## config.mk

```make
export PLATFORM = sky130hd
export DESIGN_NAME = vram_line_fetch
export DESIGN_NICKNAME = d
export VERILOG_FILES = /design/src/rtl/vram_line_fetch.sv
export SDC_FILE = /design/constraint.sdc
export NUM_CORES = 1
export LEC_CHECK = 0
export CAP_MARGIN = 10
export CORE_MARGIN = 3
export CORE_UTILIZATION = 35
export CTS_BUF_LIST = sky130_fd_sc_hd__clkbuf_4
export CTS_CLUSTER_SIZE = 10
export DETAILED_ROUTE_END_ITERATION = 10
export HOLD_SLACK_MARGIN = 0.12
export MAX_ROUTING_LAYER = met4
export PLACE_DENSITY_LB_ADDON = 0.25
export SYNTH_ARGS = -nofsm -noshare
export SYNTH_HDL_FRONTEND = slang
export SYNTH_SLANG_ARGS = --single-unit
```

## constraint.sdc

```tcl
create_clock -name clk -period 2.95 [get_ports clk]
set_input_delay 0.59 -clock clk [delete_from_list [all_inputs] [get_ports clk]]
set_output_delay 0.59 -clock clk [all_outputs]
set_load 0.05 [all_outputs]
```

## src/rtl/vram_line_fetch.sv

```systemverilog
// Burst reader: turns "fetch N words from A" into arbiter strobe/ack transactions feeding a show-ahead FIFO.
// Latency: strobe one cycle after start, data visible on rd_valid the cycle after its ack (3..6 cycles first word).
// Backpressure: a request is only raised when a FIFO slot is free, so a stalled consumer parks the strobe low.
module vram_line_fetch #(
    parameter int DEPTH = 4
) (
    input  logic        clk,
    input  logic        rst_n,
    input  logic        start,
    input  logic [14:0] start_addr,
    input  logic [8:0]  word_count,
    input  logic        abort,
    output logic        busy,
    output logic        done,
    output logic [14:0] vram_addr,
    output logic        vram_strobe,
    input  logic [31:0] vram_rddata,
    input  logic        vram_ack,
    output logic [31:0] rd_data,
    output logic        rd_valid,
    input  logic        rd_pop
);
    localparam int AW = $clog2(DEPTH);
    localparam int CW = AW + 1;
    localparam logic [CW-1:0] FULL = CW'(DEPTH);

    typedef enum logic [1:0] {S_IDLE, S_FETCH, S_ABORT} state_t;

    state_t        state_q, state_d;
    logic [14:0]   addr_q, addr_d;
    logic [8:0]    remaining_q, remaining_d;
    logic          outstanding_q, outstanding_d;
    logic          done_q, done_d;
    logic [31:0]   mem_q [DEPTH];
    logic [31:0]   mem_d [DEPTH];
    logic [AW-1:0] wptr_q, wptr_d;
    logic [AW-1:0] rptr_q, rptr_d;
    logic [CW-1:0] count_q, count_d;

    logic ack_acc;
    logic pop;
    logic push;
    logic flush;
    logic space;

    assign ack_acc     = vram_ack & outstanding_q;
    assign pop         = rd_pop & (count_q != '0);
    // A slot is reserved before requesting; only one request is ever in flight.
    assign space       = (count_q != FULL);

    assign busy        = (state_q != S_IDLE);
    assign done        = done_q;
    assign vram_addr   = addr_q;
    assign vram_strobe = outstanding_q;
    assign rd_valid    = (count_q != '0);
    assign rd_data     = (count_q != '0) ? mem_q[rptr_q] : '0;

    // Command sequencing: next state, request issue/retire, done pulse.
    always_comb begin
        state_d       = state_q;
        addr_d        = addr_q;
        remaining_d   = remaining_q;
        outstanding_d = outstanding_q;
        done_d        = 1'b0;
        push          = 1'b0;
        flush         = 1'b0;
        case (state_q)
            S_IDLE: begin
                if (abort) begin
                    flush = 1'b1;
                end else if (start) begin
                    if (word_count == '0) begin
                        done_d = 1'b1;
                    end else begin
                        addr_d        = start_addr;
                        remaining_d   = word_count;
                        state_d       = S_FETCH;
                        outstanding_d = space;
                    end
                end
            end
            S_FETCH: begin
                if (abort) begin
                    flush = 1'b1;
                    // An in-flight request must still be retired by its ack.
                    if (outstanding_q && !ack_acc) begin
                        state_d = S_ABORT;
                    end else begin
                        outstanding_d = 1'b0;
                        state_d       = S_IDLE;
                    end
                end else if (ack_acc) begin
                    push          = 1'b1;
                    addr_d        = addr_q + 15'd1;
                    remaining_d   = remaining_q - 9'd1;
                    outstanding_d = 1'b0;
                    if (remaining_q == 9'd1) begin
                        state_d = S_IDLE;
                        done_d  = 1'b1;
                    end
                end else if (!outstanding_q && remaining_q != '0 && space) begin
                    outstanding_d = 1'b1;
                end
            end
            S_ABORT: begin
                flush = abort;
                if (ack_acc) begin
                    outstanding_d = 1'b0;
                    state_d       = S_IDLE;
                end
            end
            default: begin
                state_d       = S_IDLE;
                outstanding_d = 1'b0;
            end
        endcase
    end

    // FIFO pointer/occupancy and storage update; flush overrides push and pop.
    always_comb begin
        mem_d   = mem_q;
        wptr_d  = wptr_q;
        rptr_d  = rptr_q;
        count_d = count_q;
        if (flush) begin
            wptr_d  = '0;
            rptr_d  = '0;
            count_d = '0;
        end else begin
            if (push) begin
                mem_d[wptr_q] = vram_rddata;
                wptr_d        = wptr_q + AW'(1);
            end
            if (pop) begin
                rptr_d = rptr_q + AW'(1);
            end
            count_d = count_q + CW'(push) - CW'(pop);
        end
    end

    // State registers with synchronous active-low reset.
    always_ff @(posedge clk) begin
        if (!rst_n) begin
            state_q       <= S_IDLE;
            addr_q        <= '0;
            remaining_q   <= '0;
            outstanding_q <= 1'b0;
            done_q        <= 1'b0;
            wptr_q        <= '0;
            rptr_q        <= '0;
            count_q       <= '0;
            for (int i = 0; i < DEPTH; i++) begin
                mem_q[i] <= '0;
            end
        end else begin
            state_q       <= state_d;
            addr_q        <= addr_d;
            remaining_q   <= remaining_d;
            outstanding_q <= outstanding_d;
            done_q        <= done_d;
            wptr_q        <= wptr_d;
            rptr_q        <= rptr_d;
            count_q       <= count_d;
            mem_q         <= mem_d;
        end
    end
endmodule
```

-- Word level (Yosys, flattened, before mapping)
Index checks and enable logic that the tools add are counted.
- bits in registers: 163
- bits in latches: 0
- memory bits (writable): 0
- ROM bits: 0
- input port bits: 62
- output and inout port bits: 51
- logic and storage cells: 108
- memories: 0
- $add $sub $neg: 6
- multipliers: 0
- divide/modulo/power cells: 0
- $lt $le $gt $ge: 3
- equality and inequality tests: 14
- shifts and indexed selects: 0
- multiplexer cells: 49
- bitwise operators: 6
- reduce and logical (&&, ||, !) cells: 18
- operators with widths (operator ; number):
    $bwmux 128 ; 1
    $mux 32 ; 4
    $mux 15 ; 5
    $bmux 32 s2 ; 1
    $demux 32 s2 ; 1
    $mux 9 ; 5
    $pmux 15 s2 ; 1
    $mux 1 ; 18
    $pmux 9 s2 ; 1
    $reduce_and 6->1 ; 3
    $mux 2 ; 8
    $add 15x1->15 const B ; 1
    $ne 2x2->1 const B ; 6
    $ne 3x3->1 const B ; 4
    $eq 9x1->1 const B ; 1
    $logic_not 9->1 ; 1
    $reduce_bool 9->1 ; 1
    $sub 9x1->9 const B ; 1
    $ge 3x3->1 const B ; 2
    $not 2->3 ; 2
    $pmux 2 s3 ; 1
    $add 2x1->2 const B ; 2
    $logic_and 1x1->1 ; 4
    $ne 4x4->1 const B ; 1
    15 further kinds ; 21

-- Logic depth before layout (Yosys ltp)
Gate-level depths: netlist (run 1).
- depth in word-level cells: 7
- mapped depth: 11
- gate-level depth less buffers: 9

-- Worst setup path after synthesis (run 1)
No wires, ideal clock.
- path type: reg-to-reg
- start: reg outstanding_q (netlist: vram_strobe)
- end: reg count_q[2]
- library setup time: 0.117 ns
- arrival time: 2.424 ns
- required time: 2.833 ns
- slack: 0.409 ns
- cell stages (with the launch flop): 11
- buffers on the path: 1
- clock period less this slack: 2.541 ns
- cells stage by stage: dfxtp_1 > and3_1 > buf_4 > nand2_1 > ha_1 > inv_1 > ha_1 > fa_1 > xnor2_1 > xnor2_1 > nor2_1
- word-level cells in the longest chain between the ends: 6
- ends and longest elaborated chain (item ; RTL line ; source):
    start, declared ; 32 ; logic outstanding_q, outstanding_d;
    start signal, assigned ; 159 ; outstanding_q <= outstanding_d;
    $and 1x1->1 ; 46 ; assign ack_acc = vram_ack & outstanding_q;
    $mux 1 ; 92 ; end else if (ack_acc) begin
    $mux 1 ; 83 ; if (abort) begin
    $mux 1 ; 67 ; case (state_q)
    $add 3x1->3 ; 137 ; count_d = count_q + CW'(push) - CW'(pop);
    $sub 3x1->3 ; 137 ;
    end signal, assigned ; 163 ; count_q <= count_d;
    end, declared ; 38 ; logic [CW-1:0] count_q, count_d;
Every way passes these cells.
A chain may end at the register's enable or synchronous reset.

-- Final worst setup path (run 1)
- start: reg rptr_q[0]
- end: out rd_data[19]
- word-level cells in the longest chain between the ends: 5
- ends and longest elaborated chain (item ; RTL line ; source):
    start, declared ; 37 ; logic [AW-1:0] rptr_q, rptr_d;
    start signal, assigned ; 162 ; rptr_q <= rptr_d;
    $not 2->3 (not written as such) ; 56 ; assign rd_data = (count_q != '0) ? mem_q[rptr_q] : '0;
    $bmux 32 s2 ; 56 ;
    $mux 32 (not written as such) (2 in series) ; 56 ;
    $mux 32 ; 56 ;
    end, declared ; 19 ; output logic [31:0] rd_data,
Every way passes these cells. The select of a mux whose other input is x is not followed.

==> flow_metrics.env, run 1 <==
export IMPL_synth_compound_area_frac=0.1629
export IMPL_first_pass_iters=5
export IMPL_yosysTopAreaCellShare=0.4205
export IMPL_ys_seq_area_frac=0.4205
export IMPL_worstSetupStartpointType="register"
export IMPL_cts_max_level=4
export IMPL_worstReg2RegStart="state_q[0]$_SDFFE_PN0P_"
export IMPL_slew_headroom=0.4248
export IMPL_wl_per_cell_um=17.01
export IMPL_hold_path_class="reg2reg"
export IMPL_die_height_um=154.9
export IMPL_final_seq_area_um2=3266
export IMPL_arrival_ps=2130
export IMPL_dp_cells=1254
export IMPL_synth_warnings=0
export IMPL_syn2layout_area_growth_pct=22.82
export IMPL_synth_area_leaders="dfxtp_1, nand2_1, a21oi_1"
export IMPL_syn_nets=993
export IMPL_p_leak_uw=0.003191
export IMPL_ant_nets=0
export IMPL_grt_ovfl_total=0
export IMPL_gp_congestion=0.7762
export IMPL_hold_start="mem_q[68]$_SDFFE_PN0P_"
export IMPL_setup_viol=0
export IMPL_cts_sinks=163
export IMPL_finalCritPeriodShare=0.9225
export IMPL_synth_area_per_cell_um2=8.435
export IMPL_insertion_delay_ps=560
export IMPL_fin_crit_ps=2721
export IMPL_die_area_um2=23990
export IMPL_synth_top_family_by_area="simple AND/OR/NAND/NOR gates"
export IMPL_yosys_area_top_type="dfxtp_1"
export IMPL_finalNonFillerCells=1288
export IMPL_cts_root_buf="clkbuf_4"
export IMPL_drt_iter0_drc=445
export IMPL_synth_area_um2=7760
export IMPL_crit_required_ps=2360
export IMPL_drc=0
export IMPL_track_usage=0.1883
export IMPL_die_w_um=154.9
export IMPL_rows=53
export IMPL_rsz0062_at_grt="false"
export IMPL_synth_cells=920
export IMPL_drv_slew=0
export IMPL_hold_viol_final=0
export IMPL_num_nets_final=1071
export IMPL_synth_simple_area_share=0.2330
export IMPL_crit_path_max_fanout=15
export IMPL_coreArea_um2=21420
export IMPL_setup_tns_ps=0
export IMPL_crit_type="reg2out"
export IMPL_status="complete, no violations"
export IMPL_yosysUniqueCellTypes=59
export IMPL_viasPerCell=5.265
export IMPL_cts_reportedPaths_clkPinSlew_ps=170
export IMPL_maxCapViolCount=0
export IMPL_cts_tree="done"
export IMPL_ir_worst_vdd_mv=0.3180
export IMPL_fmax_mhz=367.4
export IMPL_ios=113
export IMPL_initial_core_util=0.3623
export IMPL_synth_xor_area_frac=0.005643
export IMPL_fillers=2106
export IMPL_post_cts_resized=0
export IMPL_worstMarginPinSlew_ps=862.8
export IMPL_post_route_util=0.4449
export IMPL_fin_worst_skew_ps=26.06
export IMPL_cts_buffers=17
export IMPL_grt_pass1_wl_mm=35.32
export IMPL_first_global_vias=6504
export IMPL_synthFlopType="dfxtp_1"
export IMPL_wl_mm=21.91
export IMPL_yosys_top_cells_count="nand2_1, dfxtp_1, a21oi_1"
export IMPL_hold_buffers=0
export IMPL_power_density_nw_per_um2=432.6
export IMPL_startpoint="rptr_q[0]$_SDFFE_PP0P_"
export IMPL_grt_antenna_before_repair=2
export IMPL_layout_drive_gt1_share=0.1405
export IMPL_yosys_area_share_adder=0.01870
export IMPL_grt_max_degree=83
export IMPL_synth_edf_count=0
export IMPL_portBuffers=112
export IMPL_postCtsSetupRepairBufs=0
export IMPL_yosys_mux_area_fraction=0.09948
export IMPL_place_hpwl_mm=13.47
export IMPL_synth_most_common_cell="nand2_1"
export IMPL_async_flop_share=0
export IMPL_clockBufferDepth=2
export IMPL_cp_end_kind="primary output"
export IMPL_via_count=6781
export IMPL_ys_seq_elements=163
export IMPL_multiInputGateArea_um2=4033
-- critical path: stages, from the launching register on --
cell and delay [ps]:
dfxtp_2 410, buf_4 290, mux4_2 530, and2_1 170, buf_4 180
-- logic make-up after synthesis --
logic type      after synthesis
simple gates                407
compound gates              210
flops                       163
buf+inv                      87
mux                          37
fa+ha+maj                    11
xor+xnor                      5
-- report_power, final --
group	internal [uW]	total, uW	leakage (uW)	switching, uW
combinational	188	443	0.00171	255
clock	473	1410	0.000160	936
sequential	2230	2270	0.00132	39.9
total	2890	4120	0.00319	1230
-- per-stage QoR --
stage	hold slack [ps]	total power (uW)	worst slack [ps]	instance area (um2)
floorplan	433.1	2564	408.8	7760
global placement	438.3	2760	216.7	9210
detailed placement	443.5	2760	166.3	9210
CTS	463.6	4170	174.8	9525
global route	478.3	4315	114.8	9530
finish	462.5	4123	228.5	9530
-- flip-flops by register name (all words and copies together), names as in the netlist --
name,count
mem_q,128
vram_strobe,1
done,1
state_q,2
remaining_q,9
count_q,3
rptr_q,2
wptr_q,2
vram_addr,15
-- worst paths after layout --
check,end,slack (ps),cells past startpoint
worst max-delay path,rd_data[19],230,4
worst min-delay path,mem_q[68]$_SDFFE_PN0P_,460,2
worst max register to register,count_q[2]$_SDFF_PP0_,640,9
worst min register to register,mem_q[68]$_SDFFE_PN0P_,460,2
-- layout by cell type (no fill, tap or decap), types with 3 or more instances in the layout --
cell / n
clkinv_8: 4
nor2b_1: 3
o22ai_1: 3
and2_1: 37
buf_4: 31
a31oi_1: 3
nor4_1: 6
a211oi_1: 3
clkdlybuf4s50_1: 79
o311ai_0: 13
clkbuf_4: 17
nand3_1: 11
mux4_2: 32
nor3_1: 13
xnor2_1: 4
nand2_1: 276
o31ai_1: 13
inv_1: 10
nor3b_1: 5
ha_1: 10
o31a_1: 3
a22oi_1: 4
buf_12: 25
a32oi_1: 3
nor2_1: 27
inv_8: 3
inv_6: 3
o221a_2: 5
a21oi_1: 146
dfxtp_1: 161
and3_1: 13
mux2i_1: 4
-- metal layers --
metal  vias to the layer above  wire length, um  track usage
li1                       3348                -            -
met1                      3257             9815       0.2475
met2                       168            10900       0.3052
met3                         8             1089      0.03866
met4                         0              110      0.03532
met5                         -                0            -
-- layout make-up --
cell class | count | area share
Antenna cell | 2 | 0.0005251
Clock buffer | 17 | 0.01339
Inverter | 11 | 0.004595
Timing Repair Buffer | 135 | 0.1599
Multi-Input combinational cell | 670 | 0.4231
Sequential cell | 163 | 0.3427
Tap cell | 275 | 0.03610
Clock inverter | 15 | 0.01969
No activity file was read; power rests on OpenSTA's default activity.
==> inputs of run 2 (changes only) <==
--- a/config.mk
+++ b/config.mk
@@ -5,6 +5,7 @@
 export SDC_FILE = /design/constraint.sdc
 export NUM_CORES = 1
 export LEC_CHECK = 0
+export ABC_CLOCK_PERIOD_IN_PS = 2950
 export CAP_MARGIN = 10
 export CORE_MARGIN = 3
 export CORE_UTILIZATION = 35
==> results of run 2 <==
Same layout as run 1: the final DEF is identical, and so are final timing and power.
==> RTL change 1: new RTL, settings of run 2 <==
Reset style: asynchronous (`rst_n`), changed in one clocked block. Comments in the files are not updated.
--- a/src/rtl/vram_line_fetch.sv
+++ b/src/rtl/vram_line_fetch.sv
@@ -141,3 +141,3 @@
     // State registers with synchronous active-low reset.
-    always_ff @(posedge clk) begin
+    always_ff @(posedge clk or negedge rst_n) begin
         if (!rst_n) begin
Check against the original RTL: differs if rst_n is asserted again (counterexample within 4 cycles, from zero or initial values and one cycle with rst_n low); with rst_n held inactive, the same outputs for 4 cycles.
==> RTL change 1 against run 2 <==
Sequential share of layout area is 4.5 points higher; worst setup slack worse by 0.042 ns; area after synthesis is 9.5% higher; die area is 9.1% higher; design area is 10% higher; critical endpoint unchanged; core utilization is 0.063 points lower; largest cell class unchanged; wire length is 7.5% lower; sequential cell count stayed put.
Power is not compared: it rests on default switching activity, and its combinational part moved more than twofold at a synthesized area within 25%.
==> RTL change 1: results (changes against run 2) <==
Final layout
  • Layout cells sized above 1: 0.3600 (+0.2195)
  • Fillers: 2115 (+0.43%)
  • Final Net Count: 785 (-27%)
  • Fin util: 0.4443 (-0.0006290)
  • Largest Register: mem_q
  • Max FFs per register: 128 (unchanged)

Pwr
  • Maximum VDD drop: 0.4786 mV
  • Switch share: 0.4155
  • Pleak: 4.986 nW

Clock tree
  • Clock latency on the worst-skew pair: 0.56 ns (about the same)
  • Clock Root Buffer: clkbuf_4
  • Worst-path clk slew: 0.13 ns (-0.04 ns)
  • Total CTS buffers: 17 (unchanged)
  • Htree depth: 4 (unchanged)
  • Longest Clk Path Bufs: 2 (unchanged)

Min path
  • Hold path start: mem_q[127]
  • Worst min path class: register to register
  • Hold Crit Depth: 1 (-1)
  • Worst hold path endpoint: mem_q[127]

Timing
  • Final Cycle Share: 0.9369 (+0.01438)
  • Least-Margin Pin Slew: 1.052 ns (+0.1896 ns)
  • Post-Route Skew: 0.03133 ns (+0.005263 ns)
  • Fin Hold WS: 0.5209 ns (+0.05849 ns)

Logic synthesis
  • Most common flop cell mapped by yosys: dfrtp_1
  • Netlist cell types: 51 (-14%)
  • Top cells by area, synth: dfrtp_1, mux2_4, mux4_2
  • Synth top area share: 0.4800 (+0.05947)
  • Syn. warnings: 0 (unchanged)
  • Avg Cell Area, Syn: 14.16 sq um (+68%)
  • Top post-synthesis cells by count: dfrtp_1, mux2_4, and2_1
  • Syn Nets: 673 (-32%)
  • FFs w/ async S/R, synth: 1.000 (+1.000)
  • Register area share after synthesis: 0.4800 (+0.05947)

Placed design
  • Routability cong.: 0.8676 (+12%)
  • Area post-placement: 10200 sq um (+11%)
  • PortBufs: 112 (unchanged)
  • Worst slack, placed: 0.01611 ns (-0.1502 ns)
  • DP Cell Count: 1011 (-19%)
  • Post-DP HPWL: 13510 microns (+0.31%)

Worst setup path
  • Worst Path Arrival: 2.17 ns (+0.04 ns)
  • Number of cells on the worst reg-to-reg path: 10 (+1)
  • Worst R2R End: count_q[2]
  • Reg-to-Reg Start: count_q[2]
  • CP max FO: 21 (+6)
  • Worst R2R Setup Slack: 0.50 ns (-0.14 ns)

GRT
  • Overall Global Routing Usage: 0.1635 (-0.02484)
  • Vias in the first global route: 6022 (-7.4%)
  • Pin count of the biggest net entering global routing: 71 (-14%)
  • First-pass GRT wire length: 33040 microns (-6.4%)
  • Antenna violations before repair: 2 (unchanged)

Routing
  • Total wire length: 20280 microns (-7.5%)
  • Pre-Repair DR Iteration Count: 4 (-1)
  • Post-DR vias/cell: 5.182 (-1.6%)
  • Via count: 5420 (-20%)
  • Detailed Route Iter0 Violations: 299 (-33%)

Status
  • Status: completed
## RTL change 1: cell count changes after synthesis, moves of 13 or more
cell       delta
o311ai_0     -13
buf_4        -13
dfxtp_1     -163
buf_2        -13
clkbuf_1     -14
nand2_1     -262
a2bb2oi_1    +14
dfrtp_1     +163
mux2_4      +120
a21oi_1     -142
## RTL change 1: cells by family after synthesis
| logic type | synth area share |
|---|---|
| adder cells (fa/ha/maj) | 0.01708 |
| flip-flops | 0.4800 |
| buffers and inverters | 0.03592 |
| XOR/XNOR | 0.005154 |
| multiplexers | 0.3098 |
| AO/OA/AOI/OAI | 0.06420 |
| AND/OR/NAND/NOR | 0.08790 |
## RTL change 1: routing by layer
layer,vias up,GRT usage,routed length [microns]
li1,2440,-,-
met1,2798,0.2067,9144
met2,159,0.2637,9780
met3,23,0.04361,1059
met4,0,0.04033,291
met5,-,-,0
## RTL change 1: worst max-delay path by stage
| stage | start | end | slack, ns |
|---|---|---|---|
| 2_1_floorplan | vram_strobe | count_q[2] | 0.15 |
| 3_3_place_gp | vram_ack | count_q[2] | 0.12 |
| 5_1_grt | rptr_q[0] | rd_data[19] | 0.04 |
| 6_report | rptr_q[0] | rd_data[19] | 0.19 |
| 3_5_place_dp | vram_ack | count_q[2] | 0.02 |
| 4_1_cts | rptr_q[0] | rd_data[19] | 0.0009 |
## RTL change 1: critical path, stage by stage, from the launching register on
cell     delay, ns
dfrtp_2       0.39
buf_6         0.31
mux4_2        0.56
and2_1        0.19
buf_4         0.19
## RTL change 1: power groups by stage
| stage | combinational (mW) | clock, mW | sequential (mW) |
|---|---|---|---|
| floorplan | 2.84 | 0 | 3.34 |
| global placement | 4.86 | 0 | 3.12 |
| detailed placement | 4.92 | 0 | 3.16 |
| CTS | 4.93 | 1.42 | 3.12 |
| global route | 5.15 | 1.52 | 3.20 |
| finish | 4.87 | 1.37 | 3.13 |
## RTL change 1: what timing repair did
item	in CTS	in global routing
endpoints found under the setup margin	0	21
buffers inserted	0	0
gates resized for setup	0	2
endpoints found under the hold margin	64	0
hold buffers	1	0
## RTL change 1: cell type report
cell class / instances / area share
clock buffers: 17 / 0.01213
multi-input cells: 382 / 0.3912
diodes: 2 / 0.0004756
flip-flops and latches: 163 / 0.3881
clock inverters: 15 / 0.01605
repair buffers: 136 / 0.1498
inverters: 12 / 0.004281
well taps: 319 / 0.03793
==> RTL change 2: new RTL, flow settings as in run 2 <==
Without the edit above. Change the parameter `DEPTH` from 4 to 8.
--- a/src/rtl/vram_line_fetch.sv
+++ b/src/rtl/vram_line_fetch.sv
@@ -4,3 +4,3 @@
 module vram_line_fetch #(
-    parameter int DEPTH = 4
+    parameter int DEPTH = 8
 ) (
Function: no difference found for any inputs over 4 cycles, from zero or initial values and one cycle with rst_n low; that may be too few to reach the edited logic, so the function may still have changed.
==> RTL change 2 against run 2 <==
Sequential cell count up 131; worst hold slack worse by 0.010 ns; power rose by 120%; wire length grew 92%; critical path type unchanged; highest routed layer unchanged; die area grew 72%; area after synthesis grew 75%; critical endpoint is now rd_data[29]; design area up 74%; sequential share of layout area up 1.2 points; largest cell class unchanged; worst setup slack worse by 0.20 ns.
==> RTL change 2: results (changes against run 2) <==
Status
  • Status: completed

Logic synthesis
  • Netlist cell types: 62 (+5.1%)
  • Register area share after synthesis: 0.4333 (+0.01284)
  • Top cells by area, synth: dfxtp_1, nand2_1, mux4_2
  • Syn Nets: 1688 (+70%)

Clock tree
  • Worst-path clk slew: 0.06 ns (-0.11 ns)
  • Total CTS buffers: 82 (+65)
  • Clock latency on the worst-skew pair: 0.72 ns (+0.16 ns)
  • Longest Clk Path Bufs: 3 (+1)

Final layout
  • Final Net Count: 1800 (+68%)
  • Max FFs per register: 256 (+100%)
  • Fillers: 3769 (+79%)

Worst setup path
  • Worst Path Arrival: 2.33 ns (+0.20 ns)
  • CP max FO: 7 (-8)

GRT
  • Antenna violations before repair: 4 (+2)
  • First-pass GRT wire length: 66150 microns (+87%)
  • Overall Global Routing Usage: 0.2067 (+0.01837)
  • Pin count of the biggest net entering global routing: 76 (-8.4%)

Placed design
  • Area post-placement: 15020 sq um (+63%)
  • PortBufs: 112 (unchanged)
  • Post-DP HPWL: 24140 microns (+79%)
  • Routability cong.: 0.8351 (+7.6%)

Routing
  • Detailed Route Iter0 Violations: 1111 (+150%)
  • Post-DR vias/cell: 5.255 (-0.18%)
  • Total wire length: 42140 microns (+92%)

Pwr
  • Maximum VDD drop: 0.4452 mV (+40%)
  • Cell Int Power: 6.464 mW (+120%)

Timing
  • Slew HR: 0.4308 (+0.006074)
==> RTL change 2: area by class of cell <==
class / count / area, sq um / area share
timing repair buffer: 190 / 2100 / 0.1265
multi-input combinational: 1144 / 6904 / 0.4159
tap: 511 / 639.4 / 0.03851
clock inverter: 14 / 88.84 / 0.005351
sequential: 294 / 5894 / 0.3551
antenna: 4 / 10.01 / 0.0006030
inverter: 13 / 56.30 / 0.003392
clock buffer: 121 / 908.4 / 0.05472
==> RTL change 2: cells by family after synthesis <==
kind of cell    share of synthesized area
compound gates                     0.1437
mux                                0.1312
simple gates                       0.2128
flops                              0.4333
fa+ha+maj                         0.01253
buf+inv                           0.06255
xor+xnor                         0.003870
==> RTL change 2: worst max-delay path, cell delays in order, from the launching register on <==
cell     delay, ns
dfxtp_4       0.38
buf_8         0.14
buf_12        0.14
mux4_2        0.51
mux2i_2       0.20
nor2_2        0.10
buf_6         0.18
==> RTL change 2: metal layers <==
| metal | wire [microns] | global-route usage | share of wire |
|---|---|---|---|
| met1 | 18140 | 0.2674 | 0.43 |
| met2 | 19910 | 0.3250 | 0.47 |
| met3 | 3205 | 0.04185 | 0.076 |
| met4 | 883 | 0.06929 | 0.021 |
| met5 | 0 | - | 0 |
==> RTL change 2: path summary, 6_finish.rpt <==
| path | startpoint | endpoint | slack [ns] | cells after the start |
|---|---|---|---|---|
| max | rptr_q[0] | rd_data[29] | 0.03 | 6 |
| min | mem_q[244] | mem_q[244] | 0.45 | 2 |
| max reg2reg | count_q[1] | count_q[2] | 0.70 | 11 |
| min reg2reg | mem_q[244] | mem_q[244] | 0.45 | 2 |
==> RTL change 2: power by group through the flow <==
stage	registers, mW	clock network, mW	logic, mW
3_3_place_gp	4.17	0	1.15
4_1_cts	4.06	3.74	1.30
2_1_floorplan	4.18	0	0.727
6_report	4.07	3.64	1.32
5_1_grt	4.07	3.98	1.42
3_5_place_dp	4.16	0	1.17
==> RTL change 2: stage by stage <==
stage,setup slack [ns],instances,setup TNS [ns]
finish,0.03117,2291,0
global placement,0.2672,2124,0
detailed placement,0.2270,2124,0
global route,-0.08484,2291,-0.8228
CTS,-0.04157,2281,-0.3962
floorplan,0.2290,1613,0
==> RTL change 2: what timing repair did <==
item,in CTS,in global routing
buffers inserted,18,4
gates cloned,4,3
endpoints found under the setup margin,33,32
pin swaps,1,4
gates resized for setup,41,17
hold buffers,0,0
